[src/rtl/uart_rx_fifo_if.sv]
// Bus between a uart_receiver/consumer (master) and uart_rx_fifo (slave).
// Carries the receiver levels, flush, pop request and FIFO status.
interface uart_rx_fifo_if #(
  parameter int CW = 4
);
  logic [7:0]    Rx_DATA;
  logic          Rx_VALID;
  logic          Rx_FERROR;
  logic          Rx_PERROR;
  logic          clr;
  logic          rd_en;
  logic [7:0]    rd_data;
  logic          rd_ferr;
  logic          rd_perr;
  logic          empty;
  logic          full;
  logic [CW-1:0] count;
  logic          overflow;
  logic [7:0]    drop_cnt;

  modport master (
    output Rx_DATA, Rx_VALID, Rx_FERROR, Rx_PERROR, clr, rd_en,
    input  rd_data, rd_ferr, rd_perr, empty, full, count, overflow, drop_cnt
  );

  modport slave (
    input  Rx_DATA, Rx_VALID, Rx_FERROR, Rx_PERROR, clr, rd_en,
    output rd_data, rd_ferr, rd_perr, empty, full, count, overflow, drop_cnt
  );
endinterface

[src/rtl/uart_rx_fifo.sv]
// Receive FIFO behind a UART receiver: one entry per frame, FWFT read side.
// Define UART_RX_FIFO_DROP_ERR_EN to discard errored frames and count them.
module uart_rx_fifo #(
  parameter int DEPTH = 8,
  parameter int CW    = $clog2(DEPTH) + 1
) (
  input logic           clk,
  input logic           reset,
  uart_rx_fifo_if.slave bus
);

  localparam int AW = $clog2(DEPTH);

  logic [9:0]    mem [DEPTH];
  logic [AW-1:0] wr_ptr;
  logic [AW-1:0] rd_ptr;
  logic [CW-1:0] count_q;
  logic [CW-1:0] count_nxt;
  logic          empty_q;
  logic          full_q;
  logic          overflow_q;
  logic          ev_q;
  logic          ev;
  logic          wr_ev;
  logic          store;
  logic          do_rd;
  logic          do_wr;
  logic          lost;
  logic [9:0]    head;

  // One write event per frame: rising edge of any receiver level.
  assign ev    = bus.Rx_VALID | bus.Rx_FERROR | bus.Rx_PERROR;
  assign wr_ev = ev & ~ev_q;

`ifdef UART_RX_FIFO_DROP_ERR_EN
  logic       rx_err;
  logic       drop_ev;
  logic [7:0] drop_q;

  assign rx_err  = bus.Rx_FERROR | bus.Rx_PERROR;
  assign store   = wr_ev & ~rx_err;
  assign drop_ev = wr_ev & rx_err;

  always_ff @(posedge clk or negedge reset) begin
    if (!reset) begin
      drop_q <= '0;
    end else if (bus.clr) begin
      drop_q <= '0;
    end else if (drop_ev && drop_q != 8'hFF) begin
      drop_q <= drop_q + 8'd1;
    end
  end

  assign bus.drop_cnt = drop_q;
`else
  assign store        = wr_ev;
  assign bus.drop_cnt = '0;
`endif

  // A pop while full frees the slot the simultaneous push needs.
  assign do_rd = bus.rd_en & ~empty_q & ~bus.clr;
  assign do_wr = store & (~full_q | bus.rd_en) & ~bus.clr;
  assign lost  = store & full_q & ~bus.rd_en & ~bus.clr;

  assign count_nxt = count_q + CW'(do_wr) - CW'(do_rd);

  always_ff @(posedge clk or negedge reset) begin
    if (!reset) begin
      ev_q       <= 1'b0;
      wr_ptr     <= '0;
      rd_ptr     <= '0;
      count_q    <= '0;
      empty_q    <= 1'b1;
      full_q     <= 1'b0;
      overflow_q <= 1'b0;
    end else begin
      ev_q <= ev;
      if (bus.clr) begin
        wr_ptr     <= '0;
        rd_ptr     <= '0;
        count_q    <= '0;
        empty_q    <= 1'b1;
        full_q     <= 1'b0;
        overflow_q <= 1'b0;
      end else begin
        if (do_wr) wr_ptr <= wr_ptr + 1'b1;
        if (do_rd) rd_ptr <= rd_ptr + 1'b1;
        if (lost)  overflow_q <= 1'b1;
        count_q <= count_nxt;
        empty_q <= (count_nxt == '0);
        full_q  <= (count_nxt == CW'(DEPTH));
      end
    end
  end

  always_ff @(posedge clk) begin
    if (do_wr) mem[wr_ptr] <= {bus.Rx_DATA, bus.Rx_FERROR, bus.Rx_PERROR};
  end

  assign head = mem[rd_ptr];

  assign bus.rd_data  = empty_q ? '0 : head[9:2];
  assign bus.rd_ferr  = empty_q ? 1'b0 : head[1];
  assign bus.rd_perr  = empty_q ? 1'b0 : head[0];
  assign bus.empty    = empty_q;
  assign bus.full     = full_q;
  assign bus.count    = count_q;
  assign bus.overflow = overflow_q;

endmodule

[src/flat_wrapper.sv]
// flat-port wrapper written by rule: the top's interface ports become plain ports
module uart_rx_fifo_flat 
#(
  parameter int DEPTH = 8,
  parameter int CW    = $clog2(DEPTH) + 1
)
  (clk, reset, bus_Rx_DATA, bus_Rx_VALID, bus_Rx_FERROR, bus_Rx_PERROR, bus_clr, bus_rd_en, bus_rd_data, bus_rd_ferr, bus_rd_perr, bus_empty, bus_full, bus_count, bus_overflow, bus_drop_cnt);
  uart_rx_fifo_if #(.CW(CW)) bus_i ();
  input logic clk;
  input logic reset;
  input wire logic [$bits(bus_i.Rx_DATA)-1:0] bus_Rx_DATA;
  input wire logic [$bits(bus_i.Rx_VALID)-1:0] bus_Rx_VALID;
  input wire logic [$bits(bus_i.Rx_FERROR)-1:0] bus_Rx_FERROR;
  input wire logic [$bits(bus_i.Rx_PERROR)-1:0] bus_Rx_PERROR;
  input wire logic [$bits(bus_i.clr)-1:0] bus_clr;
  input wire logic [$bits(bus_i.rd_en)-1:0] bus_rd_en;
  output wire logic [$bits(bus_i.rd_data)-1:0] bus_rd_data;
  output wire logic [$bits(bus_i.rd_ferr)-1:0] bus_rd_ferr;
  output wire logic [$bits(bus_i.rd_perr)-1:0] bus_rd_perr;
  output wire logic [$bits(bus_i.empty)-1:0] bus_empty;
  output wire logic [$bits(bus_i.full)-1:0] bus_full;
  output wire logic [$bits(bus_i.count)-1:0] bus_count;
  output wire logic [$bits(bus_i.overflow)-1:0] bus_overflow;
  output wire logic [$bits(bus_i.drop_cnt)-1:0] bus_drop_cnt;
  assign bus_i.Rx_DATA = bus_Rx_DATA;
  assign bus_i.Rx_VALID = bus_Rx_VALID;
  assign bus_i.Rx_FERROR = bus_Rx_FERROR;
  assign bus_i.Rx_PERROR = bus_Rx_PERROR;
  assign bus_i.clr = bus_clr;
  assign bus_i.rd_en = bus_rd_en;
  assign bus_rd_data = bus_i.rd_data;
  assign bus_rd_ferr = bus_i.rd_ferr;
  assign bus_rd_perr = bus_i.rd_perr;
  assign bus_empty = bus_i.empty;
  assign bus_full = bus_i.full;
  assign bus_count = bus_i.count;
  assign bus_overflow = bus_i.overflow;
  assign bus_drop_cnt = bus_i.drop_cnt;
  uart_rx_fifo #(.DEPTH(DEPTH), .CW(CW)) u_core (.clk(clk), .reset(reset), .bus(bus_i));
endmodule
[config.mk]
export PLATFORM = sky130hd
export DESIGN_NAME = uart_rx_fifo_flat
export DESIGN_NICKNAME = d
export VERILOG_FILES = /design/src/rtl/uart_rx_fifo_if.sv /design/src/rtl/uart_rx_fifo.sv /design/src/flat_wrapper.sv
export SDC_FILE = /design/constraint.sdc
export NUM_CORES = 1
export LEC_CHECK = 0
export CORE_ASPECT_RATIO = 0.8
export CORE_MARGIN = 3
export CORE_UTILIZATION = 44
export CTS_CLUSTER_DIAMETER = 30
export CTS_CLUSTER_SIZE = 30
export DETAILED_ROUTE_END_ITERATION = 10
export GPL_TIMING_DRIVEN = 0
export PLACE_DENSITY = 0.64
export REMOVE_ABC_BUFFERS = 1
export SETUP_SLACK_MARGIN = 0.5
export SLEW_MARGIN = 20
export SYNTH_ARGS = -nofsm -noshare
export SYNTH_HDL_FRONTEND = slang
export SYNTH_SLANG_ARGS = --single-unit
[constraint.sdc]
create_clock -name clk -period 3.9 [get_ports clk]
set_input_delay 0.39 -clock clk [delete_from_list [all_inputs] [get_ports clk]]
set_output_delay 0.39 -clock clk [all_outputs]
set_load 0.02 [all_outputs]
==> results.md, run 1 <==
- Outcome: completed
- Post-synthesis xor/xnor area fraction: 0.0158
- Worst endpoint required time: 3.51 ns
- Layout cell share with drive strength beyond 1: 0.215
- Internal power: 1.67 mW
- CTS Buf Count: 9
- Comb pwr share: 0.206
- Later-pin clock latency in the skew report: 0.35 ns
- Mux contribution to synthesized area: 0.148
- Vias in the first global route: 1886
- Residual DRC: 0
- DRT Pass-1 Iters: 4
- Port Buffers: 31
- Worst-Margin Slew: 0.914 ns
- Grt ovf: 0
- Largest net degree at the start of global routing: 23
- # Max-Cap Violations: 0
- Rel. slew slack: 0.391
- Setup TNS: 0 ns
- Net Sw Frac: 0.266
- Via count: 1861
- CP startpoint kind: flip-flop
- Main combinational cell family by area after synthesis: multiplexers
- CTS tree: done
- YS warnings: 0
- Max VDD drop: 0.196 mV
- Clock Sinks: 94
- FF+latch area: 2760 um^2
- Sequential share of the synthesized area: 0.708
- Crit Path Max Fanout: 22
- Fillers: 693
- Synth Area in Compound Gates: 0.00675
- Postcts setup bufs: 0
- Iter 0 DRT Violations: 112
- Total track usage: 0.139
- WL/cell: 17.5 um
- Fin Clk Skew: 0.00797 ns
- DP HPWL: 4500 um
- Critical Path End Type: primary output
- Root Driver: clkbuf_8
- Fraction of the mapped netlist area in adder cells: 0.0244
- Hold_buf cts: 0
- #FFs+latches synth: 94
- WHS: 0.425 ns
- Placer congestion estimate: 0.690
- Die Wd: 111 um
- Die footprint: 10000 um^2
- Final antenna-violating net count: 0
- Pre-CTS setup slack: 0.665 ns
- Final hold viol count: 0
- Final Slew Violations: 0
- Syn avg cell area: 18.3 um^2
- Worst path arrival time: 2.60 ns
- Synth unique cells: 30
- Rows: 30
- Flop pwr share: 0.528
- Critical path, cell by cell: mux4_1 -> mux2i_1 -> nor2_1 -> clkdlybuf4s50_1
- Syn Inst Count: 212
- Reg2Reg Depth: 9
- Initial antenna violation count: 0
- CTS H-tree lvls: 3
- Final worst-path cycle share: 0.768
- Post-Synth Simple-Gate Area: 0.0592
- Post-cts resize count: 0
- Synth Cell Area: 3890 um^2
- First-pass GRT wire length: 10400 um
- Footprint of the multi-input gates: 1060 um^2
- Worst reg2reg path startpoint: u_core.bus.empty$_DFF_PN1_
- Ant. Diodes: 0
- Switching power: 0.605 mW
- Final WS setup: 0.906 ns
- CP peak stage delay: 0.85 ns
- Worst r2r dst: u_core.bus.full$_DFF_PN0_
- Critical-path top delay cell: dfrtp_2
- Maximum clock rate: 0.334 GHz
- Reg2reg setup slack: 1.23 ns
- Clock network power share: 0.266
- CTS Buffer Depth: 2
- DR vias/cell: 5.00
- RSZ-0062 raised after global routing: no
- Final Setup Violations: 0
- Area growth from synthesis to layout: 17.0%
- Min Tclk post-route: 2.99 ns
- Critical path class: flip-flop to primary output
- Ports: 40
- Min-delay worst type: primary input to asynchronous set/reset pin
- Core area: 8560 um^2
- Initial cell density of the core: 0.455
- Pwr/cell area: 500 nW/um^2
- Static leakage: 1.51 nW
- DIE HEIGHT: 90.1 um
- CTS clk-pin slew, worst paths: 0.08 ns
- Final wirelength: 6520 um
- Final nets: 277
placed cells by master, fill, tap and decap left out, types with 3 or more instances in the layout:
| cell | instances |
|---|---|
| edfxtp_1 | 80 |
| xnor2_1 | 4 |
| mux4_2 | 19 |
| ha_1 | 6 |
| nor2b_1 | 6 |
| inv_1 | 7 |
| buf_4 | 4 |
| clkdlybuf4s50_1 | 31 |
| dfrtp_1 | 12 |
| xor2_1 | 3 |
| nor4b_2 | 4 |
| conb_1 | 8 |
| clkbuf_8 | 9 |
| buf_2 | 8 |
| nor2_1 | 18 |
| mux2i_1 | 12 |
worst max-delay path, delay by kind of cell, from the launching register on:
family / cells / cell delay, ns
flops: 1 / 0.85
mux: 2 / 0.82
buf+inv: 1 / 0.54
simple gates: 1 / 0.06
worst max path at each step:
stage / startpoint / to / slack [ns]
finish: u_core.rd_ptr[0]$_DFFE_PN0P_ / bus_rd_perr / 0.91
global route: u_core.rd_ptr[0]$_DFFE_PN0P_ / bus_rd_perr / 0.70
CTS: u_core.rd_ptr[0]$_DFFE_PN0P_ / bus_rd_perr / 0.83
detailed placement: bus_clr / u_core.bus.full$_DFF_PN0_ / 0.67
global placement: bus_Rx_FERROR / u_core.mem[4][9]$_DFFE_PP_ / -0.50
floorplan: u_core.bus.full$_DFF_PN0_ / u_core.mem[4][0]$_DFFE_PP_ / 1.34
routing by layer:
metal	part of all wire	track usage	up-vias
li1	-	-	883
met2	0.48	0.220	40
met4	0.0097	0.0365	0
met5	0	0	-
met1	0.46	0.188	931
met3	0.045	0.0437	7
through the flow:
step	utilization	total power [mW]	area [um^2]	std cells
after floorplan	-	1.50	3800	201
final	0.532	2.28	4550	372
after global routing	0.532	2.39	4550	372
after CTS	0.532	2.31	4550	372
after detailed placement	0.510	1.70	4360	356
after global placement	0.496	1.70	4250	344
final cells by class:
type	count	area share
flip-flops and latches	94	0.606
multi-input cells	100	0.233
repair buffers	43	0.0836
well taps	112	0.0308
clock buffers	10	0.0281
clock inverters	6	0.0132
inverters	7	0.00578
registers in the layout, summed over array words and instances (netlist names):
signal,cells
u_core.bus.count,4
u_core.bus.empty,1
u_core.bus.full,1
u_core.bus.overflow,1
u_core.ev_q,1
u_core.mem,80
u_core.rd_ptr,3
u_core.wr_ptr,3
power groups by stage:
| stage | clock, mW | combinational [mW] | sequential (mW) |
|---|---|---|---|
| after global placement | 0 | 0.465 | 1.23 |
| after detailed placement | 0 | 0.471 | 1.23 |
| after CTS | 0.625 | 0.473 | 1.21 |
| after floorplan | 0 | 0.277 | 1.23 |
| after global routing | 0.666 | 0.505 | 1.22 |
| final | 0.605 | 0.469 | 1.20 |
cell usage after synthesis:
master | n | area share
buf_1 | 1 | 0.00096
xnor2_1 | 4 | 0.0090
ha_1 | 6 | 0.019
a31oi_1 | 1 | 0.0016
nand2_1 | 2 | 0.0019
buf_2 | 2 | 0.0026
fa_1 | 1 | 0.0051
mux2i_1 | 12 | 0.031
dfstp_2 | 1 | 0.0068
nor4_1 | 3 | 0.0048
nor2_1 | 20 | 0.019
nor3_1 | 2 | 0.0026
dfrtp_1 | 13 | 0.084
mux4_2 | 19 | 0.11
conb_1 | 1 | 0.00096
a21oi_1 | 1 | 0.0013
xor2_1 | 3 | 0.0068
buf_4 | 9 | 0.017
nand2b_1 | 1 | 0.0016
nor3_4 | 1 | 0.0042
nor3b_1 | 1 | 0.0019
edfxtp_1 | 80 | 0.62
inv_1 | 7 | 0.0068
nor2b_1 | 6 | 0.0097
nor4b_1 | 5 | 0.011
a21o_1 | 2 | 0.0039
buf_6 | 2 | 0.0058
clkbuf_1 | 4 | 0.0039
mux4_1 | 1 | 0.0068
nand3b_1 | 1 | 0.0019
cells by family (layout without fill, tap and decap cells):
kind of cell | Yosys count | after routing
compound gates | 4 | 4
xor+xnor | 7 | 7
fa+ha+maj | 7 | 7
buf+inv | 25 | 66
flops | 94 | 94
mux | 32 | 32
other cells | 1 | 8
simple gates | 42 | 42
Power figures use the tool's default switching activity.
==> run 2, diff against run 1 <==
==> constraint.sdc (replaced) <==
create_clock -name clk -period 3.1 [get_ports clk]
set_input_delay 0.31 -clock clk [delete_from_list [all_inputs] [get_ports clk]]
set_output_delay 0.31 -clock clk [all_outputs]
set_load 0.02 [all_outputs]
==> run 2 against run 1 <==
Routed wire length grew 2.3%. Cell count grew 1.3%. Clock power rose by 26%. Flip-flop and latch count did not move. Sequential power rose by 22%. Utilization is 1.1 points higher. Critical path depth up 1. Combinational power is 48% higher. Critical path type unchanged. Critical endpoint is now bus_rd_data[6]. Largest cell class unchanged. Largest power group unchanged. Highest routed layer unchanged.
==> results.md, run 2 (synthesis gave the netlist of run 1 again) <==
- Outcome: completed
- CTS tree: done
- WHS: 0.347 ns (-0.0785 ns)
- Die footprint: 10000 um^2 (unchanged)
- Critical path class: flip-flop to primary output
- Area growth from synthesis to layout: 19.4%
- Grt ovf: 0 (unchanged)
- Pwr/cell area: 628 nW/um^2 (+26%)
- Met3 wire len: 270 um (-7.2%)
- Final Setup Violations: 0 (unchanged)
- Later-pin clock latency in the skew report: 0.35 ns (about the same)
- Final hold viol count: 0 (unchanged)
- Final nets: 282 (+1.8%)
- Final core occ: 0.543 (+0.0113)
- Core area: 8560 um^2 (unchanged)
- Via count: 1884 (+1.2%)
- Fin Clk Skew: 0.00866 ns (+0.000693 ns)
- Final worst-path cycle share: 0.814
- Total track usage: 0.141 (+0.00276)
- Port Buffers: 31 (unchanged)
- Footprint of the multi-input gates: 1070 um^2 (+1.3%)
- Min-delay worst type: primary input to asynchronous set/reset pin
- DRT Pass-1 Iters: 4 (unchanged)
- CTS clk-pin slew, worst paths: 0.08 ns (about the same)
- Ant. Diodes: 0 (unchanged)
- Clock Sinks: 94 (unchanged)
- Static leakage: 1.67 nW (+10%)
- Worst r2r dst: u_core.bus.full$_DFF_PN0_
- Reg2reg setup slack: 0.66 ns (-0.57 ns)
- CTS H-tree lvls: 3 (unchanged)
- Fillers: 675 (-2.6%)
- Final wirelength: 6670 um (+2.3%)
- FF+latch area: 2770 um^2 (+0.36%)
- Initial antenna violation count: 0 (unchanged)
- CTS Buf Count: 9 (unchanged)
- Reg with most FFs: u_core.mem
- First-pass GRT wire length: 10500 um (+1.7%)
- Maximum clock rate: 0.396 GHz
- Rows: 30 (unchanged)
- Detail Route met2 WL: 3160 um (+0.51%)
- Pwr Total: 2.92 mW (+28%)
- Initial cell density of the core: 0.455 (unchanged)
- Highest metal used: met4
- Worst-Margin Slew: 0.752 ns (-0.162 ns)
- Residual DRC: 0 (unchanged)
- Worst endpoint required time: 2.79 ns (-0.72 ns)
- Placer congestion estimate: 0.690 (unchanged)
- Reg2Reg Depth: 9 (unchanged)
- CTS Buffer Depth: 2 (unchanged)
- # Max-Cap Violations: 0 (unchanged)
- Worst path arrival time: 2.21 ns (-0.39 ns)
- Rel. slew slack: 0.499 (+0.108)
- Ports: 40 (unchanged)
- Layout cell share with drive strength beyond 1: 0.245 (+0.0299)
- Die Wd: 111 um (unchanged)
- Critical Path End Type: primary output
- WL/cell: 17.7 um (+0.96%)
- Final Slew Violations: 0 (unchanged)
- Worst reg2reg path startpoint: u_core.bus.empty$_DFF_PN1_
- Largest net degree at the start of global routing: 23 (unchanged)
- Wire length on met1: 3180 um (+5.1%)
- Most frequent cells in the layout: edfxtp_1 (80), clkdlybuf4s50_1 (22), mux4_2 (19), nor2_1 (18), mux2i_1 (12)
- DP HPWL: 4500 um (unchanged)
- Crit Path Max Fanout: 5 (-77%)
- DR vias/cell: 5.00 (-0.11%)
- Iter 0 DRT Violations: 82 (-27%)
- Commonest non-fill, non-tap cell in the layout: edfxtp_1
- Root Driver: clkbuf_8
- DIE HEIGHT: 90.1 um (unchanged)
- RSZ-0062 raised after global routing: yes
- Max VDD drop: 0.246 mV (+26%)
- Min Tclk post-route: 2.52 ns
- Final antenna-violating net count: 0 (unchanged)
- Vias in the first global route: 1917 (+1.6%)
- CP startpoint kind: flip-flop
- Max FFs per register: 80 (unchanged)
==> run 2: changes by cell type in the layout (fill, tap and decap cells not counted), sizes merged <==
| cell | before | now |
|---|---|---|
| buf | 12 | 17 |
| dlymetal6s2s | 0 | 8 |
| clkdlybuf4s50 | 31 | 22 |
| clkbuf | 10 | 11 |
==> run 2: per-layer routing <==
| metal | track usage | vias up |
|---|---|---|
| met2 | 0.224 | 40 |
| met3 | 0.0437 | 7 |
| met1 | 0.193 | 945 |
| met4 | 0.0365 | 0 |
| met5 | 0 | - |
| li1 | - | 892 |
==> run 2: critical path, stage by stage (launching register included) <==
cell and delay [ns]:
dfrtp_4 0.47, buf_12 0.13, mux4_2 0.49, mux2i_1 0.15, nor2_1 0.08, clkdlybuf4s50_1 0.54
==> run 2: power by group <==
| group | leakage [nW] | internal, mW | switching (mW) | total, mW |
|---|---|---|---|---|
| clock | 0.0941 | 0.370 | 0.392 | 0.762 |
| combinational | 0.673 | 0.355 | 0.341 | 0.696 |
| sequential | 0.900 | 1.42 | 0.0414 | 1.46 |
| total | 1.67 | 2.14 | 0.775 | 2.92 |
==> run 2: area by class of cell <==
type	count	share of cell area
multi-input cells	100	0.231
well taps	112	0.0302
inverters	7	0.00566
flip-flops and latches	94	0.595
repair buffers	48	0.0975
clock inverters	6	0.0129
clock buffers	10	0.0275
==> run 2: repair_timing <==
item	in CTS	in global routing
hold endpoints to repair	0	0
buffers inserted	5	0
endpoints found under the setup margin	12	25
hold buffers	0	0
resized for setup	5	13
==> run 2: worst max path at each step <==
stage                     slack [ns]  cells after the start                    startpoint                         end
after floorplan                 0.54                      4     u_core.bus.full$_DFF_PN0_  u_core.mem[4][0]$_DFFE_PP_
after global placement         -1.22                      5                 bus_Rx_FERROR  u_core.mem[4][9]$_DFFE_PP_
after detailed placement       -0.05                      9                       bus_clr   u_core.bus.full$_DFF_PN0_
after CTS                       0.52                      5  u_core.rd_ptr[0]$_DFFE_PN0P_              bus_rd_data[0]
after global routing            0.42                      7                 bus_Rx_FERROR  u_core.mem[1][6]$_DFFE_PP_
final                           0.58                      5  u_core.rd_ptr[0]$_DFFE_PN0P_              bus_rd_data[6]
==> run 2: per-stage QoR <==
stage	cell area (um^2)	setup TNS, ns	instances	setup WS (ns)
after global placement	4250	-62.70	344	-1.22
final	4650	0	377	0.576
after global routing	4650	0	377	0.421
after floorplan	3800	0	201	0.540
after detailed placement	4360	-0.0547	356	-0.0547
after CTS	4620	0	377	0.517
